[config.mk]
export PLATFORM = sky130hd
export DESIGN_NAME = pdsch_sym_sched
export DESIGN_NICKNAME = d
export VERILOG_FILES = /design/src/rtl/pdsch_sym_sched.sv
export SDC_FILE = /design/constraint.sdc
export NUM_CORES = 1
export LEC_CHECK = 0
export BUFFER_PORTS_ARGS = -buffer_cell sky130_fd_sc_hd__buf_2
export CAP_MARGIN = 25
export CORE_UTILIZATION = 52
export CTS_CLUSTER_DIAMETER = 150
export DETAILED_ROUTE_END_ITERATION = 7
export HOLD_SLACK_MARGIN = 0.03
export PLACE_DENSITY = 0.76
export SLEW_MARGIN = 20
export SYNTH_ARGS = -nofsm -noshare
export SYNTH_HDL_FRONTEND = slang
export SYNTH_SLANG_ARGS = --single-unit
[constraint.sdc]
create_clock -name i_clk -period 4.2 [get_ports i_clk]
set_input_delay 0.21 -clock i_clk [delete_from_list [all_inputs] [get_ports i_clk]]
set_output_delay 0.21 -clock i_clk [all_outputs]
set_load 0.05 [all_outputs]
[src/rtl/pdsch_sym_sched.sv]
// rtl/pdsch_sym_sched.sv - PDSCH symbol swap scheduler across the CPRI unpack lanes
// Lane-skew timeout is built only when PDSCH_SCHED_TMO_EN is defined.
module pdsch_sym_sched #(
  parameter int LANE    = 8,
  parameter int SYM_NUM = 14,
  parameter int SLOT_W  = 8,
  parameter int TMO_CYC = 4096
) (
  input  logic              i_clk,
  input  logic              i_reset,
  input  logic [LANE-1:0]   i_iq_last,
  input  logic              i_core_eop,
  output logic              o_sym_done,
  output logic              o_buf_sel,
  output logic [3:0]        o_sym_idx,
  output logic [SLOT_W-1:0] o_slot_idx,
  output logic              o_busy,
  output logic              o_lane_err,
  output logic [LANE-1:0]   o_miss_mask,
  output logic              o_ovf
);

  typedef enum logic [1:0] {COLLECT, SWAP, RUN} state_t;

  localparam logic [3:0]  SYM_LAST = 4'(SYM_NUM - 1);
  localparam logic [15:0] TMO_LAST = 16'(TMO_CYC - 1);

  state_t            state_q;
  logic [LANE-1:0]   mask_q;
  logic [LANE-1:0]   mask_d;
  logic [3:0]        sym_cnt_q;
  logic [SLOT_W-1:0] slot_cnt_q;
  logic              sym_done_q;
  logic              buf_sel_q;
  logic [3:0]        sym_idx_q;
  logic [SLOT_W-1:0] slot_idx_q;
  logic              busy_q;
  logic              ovf_q;
  logic              all_done;
  logic              swap_go;

  // Pulses landing in the same cycle count toward completion immediately.
  assign mask_d   = mask_q | i_iq_last;
  assign all_done = &mask_d;

`ifdef PDSCH_SCHED_TMO_EN
  logic [15:0]     tmo_q;
  logic            tmo_hit;
  logic            lane_err_q;
  logic [LANE-1:0] miss_q;

  assign tmo_hit = (tmo_q == TMO_LAST) && (|mask_d);
  assign swap_go = all_done | tmo_hit;

  always_ff @(posedge i_clk) begin
    if (i_reset) begin
      tmo_q      <= '0;
      lane_err_q <= 1'b0;
      miss_q     <= '0;
    end else begin
      lane_err_q <= 1'b0;
      if (state_q == COLLECT) begin
        if (swap_go) begin
          tmo_q      <= '0;
          lane_err_q <= ~all_done;
          miss_q     <= all_done ? '0 : ~mask_d;
        end else if (|mask_d) begin
          tmo_q <= tmo_q + 16'd1;
        end
      end
    end
  end

  assign o_lane_err  = lane_err_q;
  assign o_miss_mask = miss_q;
`else
  logic unused_tmo;
  assign unused_tmo  = ^TMO_LAST;
  assign swap_go     = all_done;
  assign o_lane_err  = 1'b0;
  assign o_miss_mask = '0;
`endif

  always_ff @(posedge i_clk) begin
    if (i_reset) begin
      state_q    <= COLLECT;
      mask_q     <= '0;
      sym_cnt_q  <= '0;
      slot_cnt_q <= '0;
      sym_done_q <= 1'b0;
      buf_sel_q  <= 1'b0;
      sym_idx_q  <= '0;
      slot_idx_q <= '0;
      busy_q     <= 1'b0;
      ovf_q      <= 1'b0;
    end else begin
      sym_done_q <= 1'b0;
      ovf_q      <= |(i_iq_last & mask_q);
      mask_q     <= mask_d;
      case (state_q)
        COLLECT: begin
          if (swap_go) begin
            state_q    <= SWAP;
            sym_done_q <= 1'b1;
            buf_sel_q  <= ~buf_sel_q;
            sym_idx_q  <= sym_cnt_q;
            slot_idx_q <= slot_cnt_q;
            mask_q     <= '0;
            if (sym_cnt_q == SYM_LAST) begin
              sym_cnt_q  <= '0;
              slot_cnt_q <= slot_cnt_q + SLOT_W'(1);
            end else begin
              sym_cnt_q <= sym_cnt_q + 4'd1;
            end
          end
        end
        SWAP: begin
          state_q <= RUN;
          busy_q  <= 1'b1;
        end
        RUN: begin
          if (i_core_eop) begin
            state_q <= COLLECT;
            busy_q  <= 1'b0;
          end
        end
        default: state_q <= COLLECT;
      endcase
    end
  end

  assign o_sym_done = sym_done_q;
  assign o_buf_sel  = buf_sel_q;
  assign o_sym_idx  = sym_idx_q;
  assign o_slot_idx = slot_idx_q;
  assign o_busy     = busy_q;
  assign o_ovf      = ovf_q;

endmodule

==> metrics.yaml <==
hold_path:
  worstHoldPathCells: 3
  hold_end: "mask_q[6]$_SDFF_PP0_"
  hold_start: "i_iq_last[6]"
  hold_class: "input port to flip-flop"
drt:
  wl_per_cell_um: 14.2
  viasPerCell: 5.91
  wirelength_mm: 3.77
  first_pass_iters: 4
  ant_nets: 0
  drt_iter0_markers: 75
  drc_errors: 0
  vias: 1573
placed_design:
  gp_congestion: 0.790
  placedInstanceArea_um2: 1870
  hpwlAfterDp_mm: 2.55
  dp.cells: 259
  numPortBuffers: 26
power:
  max-vdd-ir-drop_mv: 0.223
  power_leakage_nw: 0.735
  power_density_nw_per_um2: 334
sta:
  fin_crit_sh_pct: 50.6
  fmax_mhz: 470
  fin_setup_tns_ns: 0
  period_minus_slack_ns: 2.13
  relSlewSlack_pct: 30.3
  worst_slew_pin_slew_ns: 1.04
  hold_viol_final: 0
  drv_slew: 0
  setup_violations: 0
  finClkSkew_ns: 0.00340
  rsz0062_at_grt: "no"
clock_tree:
  insertion_delay_ns: 0.34
  cts_tree: "yes"
  clockBufferDepth: 2
  ctsResizeCount: 0
  cts_sinks: 38
  root_buffer: "clkbuf_4"
  cts_setup_buffers: 0
  clk_pin_slew_ns: 0.10
  hold_buffers: 0
  htree_num_levels: 2
  cts_buffers: 5
die:
  die_x_um: 60.4
  die_h_um: 60.4
  start_util_pct: 56.2
  die_area_um2: 3650
  ioPinCount: 36
  rows: 20
  design.core.area_um2: 3150
setup_path:
  r2r_cells: 4
  worstSetupPathType: "flip-flop to flip-flop"
  cp-start-kind: "flip-flop"
  rr_startpoint: "mask_q[1]$_SDFF_PP0_"
  cp_max_fo: 30
  crit_buf_inv: 0
  cp_data_arrival_time_ns: 2.36
  worstReg2RegEnd: "slot_cnt_q[3]$_SDFFE_PP0P_"
  r2r_slack_ns: 2.07
  cpPeakStageDelay_ns: 0.79
  cp-end-kind: "flip-flop"
  critPathTopFamily: "simple AND/OR/NAND/NOR gates"
  startpoint: "mask_q[1]$_SDFF_PP0_"
  critPathSlowestCell: "or3_1"
  required_ns: 4.44
  path_cells: "nor2_1 -> or3_1 -> nor4_1 -> mux2_2"
cells_and_area:
  final_common_cell: "dfxtp_1"
  final_cells: 266
  nets: 234
  multi_input_area_um2: 900
  antenna_cells: 0
  nFillCells: 291
  register_area_um2: 761
  fin_area_um2: 1930
  final_cell_mix: "dfxtp_1 (38), buf_2 (26), nor2_1 (20)"
  drive_above_1_share_pct: 23.4
  area_growth_syn_to_layout_pct: 8.68
global_route:
  grt_max_degree: 47
  grt_pass1_wl_mm: 5.87
  grt_pass1_vias: 1396
  grt_usage_pct: 21.6
  overflow: 0
  grt_antenna_before_repair: 0
synthesis:
  ys_warn_count: 0
  synth_cell_types: 38
  synth.avg_cell_area_um2: 8.73
  synth-seq-area-share_pct: 42.9
  netlist_area_um2: 1770
  synth_seq_cells: 38
  netlist_instances: 203
job:
  drv_cap: 0
status:
  status: "completed"
[metrics by stage]
step	worst slack, ns	power, mW	hold slack (ns)	util, %
2_1_floorplan	2.40	0.462	0.379	-
3_3_place_gp	2.18	0.473	0.460	59.4
3_5_place_dp	2.09	0.477	0.462	59.4
4_1_cts	2.07	0.644	0.159	61.0
5_1_grt	2.01	0.672	0.172	61.1
6_report	2.07	0.643	0.166	61.1
[tightest hold or removal path, delay by kind of cell]
| family | cells | cell delay, ns |
|---|---|---|
| buffers and inverters | 1 | 0.12 |
| AND/OR/NAND/NOR | 2 | 0.13 |
[power by group]
group	switching [mW]	internal (mW)
Clock	0.112	0.0602
Combinational	0.0757	0.0203
Sequential	0.00608	0.369
Total	0.194	0.450
[worst max path at each step]
| stage | to | cells past startpoint |
|---|---|---|
| detailed placement | slot_cnt_q[3]$_SDFFE_PP0P_ | 4 |
| floorplan | slot_cnt_q[7]$_SDFFE_PP0P_ | 5 |
| global placement | slot_cnt_q[7]$_SDFFE_PP0P_ | 4 |
| finish | slot_cnt_q[3]$_SDFFE_PP0P_ | 4 |
| global route | slot_cnt_q[4]$_SDFFE_PP0P_ | 4 |
| CTS | slot_cnt_q[3]$_SDFFE_PP0P_ | 4 |
[cells by family (layout without fill, tap and decap cells)]
kind of cell             count (synthesis)  in the layout  share of synthesized area, %
other                                    1              9                         0.212
buffers and inverters                   28             39                          8.33
flip-flops                              38             38                          42.9
AO/OA/AOI/OAI                           44             44                          17.1
adder cells (fa/ha/maj)                  1              1                         0.706
multiplexers                             8              8                          4.94
AND/OR/NAND/NOR                         83             83                          25.8
[final cells by class]
class	count	area share, %
Inverter	3	0.584
Timing Repair Buffer	29	7.92
Clock buffer	5	1.95
Clock inverter	2	0.519
Tap cell	44	2.86
Sequential cell	38	39.5
Multi-Input combinational cell	145	46.7
[Yosys cell counts]
library cell  count  share of area (%)
nand3_1           5                1.4
nor3_2            1               0.56
or4_1             3                1.3
buf_2             1               0.28
clkbuf_1         12                2.5
o22ai_2           1               0.71
buf_6             1               0.64
o31a_2            1               0.56
nand2b_1          2               0.71
dfxtp_1          38                 43
nor2_1           20                4.2
a22oi_1           4                1.7
or4_4             1               0.64
a21oi_1          18                5.1
nor4_1            9                3.2
or3_1             1               0.35
mux2i_1           2                1.1
nand4_1          13                4.6
o221ai_2          1               0.85
nor3_1           13                3.7
o21ai_1           1               0.28
nand2_1           3               0.64
nand4b_1          1               0.49
nor2b_1           7                2.5
o41ai_1           1               0.49
o31ai_1          15                6.4
buf_1             2               0.42
conb_1            1               0.21
ha_1              1               0.71
buf_4             9                3.8
inv_1             3               0.64
or2_2             1               0.35
mux2_2            6                3.8
or3b_2            1               0.49
a41oi_1           1               0.49
or3_2             1               0.42
o21ba_2           1               0.56
and3_1            1               0.35
[routing by layer]
metal  routed length [um]  vias up  global-route usage (%)
li1                     -      775                       -
met4                   64        0                    8.64
met1                 1660      740                    26.5
met5                    0        -                       0
met3                  181        6                    5.97
met2                 1860       52                    35.8
[sequential cells by signal, indices dropped and copies added, names as in the netlist]
signal	flops
o_buf_sel	1
mask_q	8
o_busy	1
slot_cnt_q	8
o_sym_idx	4
o_slot_idx	8
sym_cnt_q	4
o_ovf	1
state_q	2
o_sym_done	1
No activity file was read; power rests on OpenSTA's default activity.
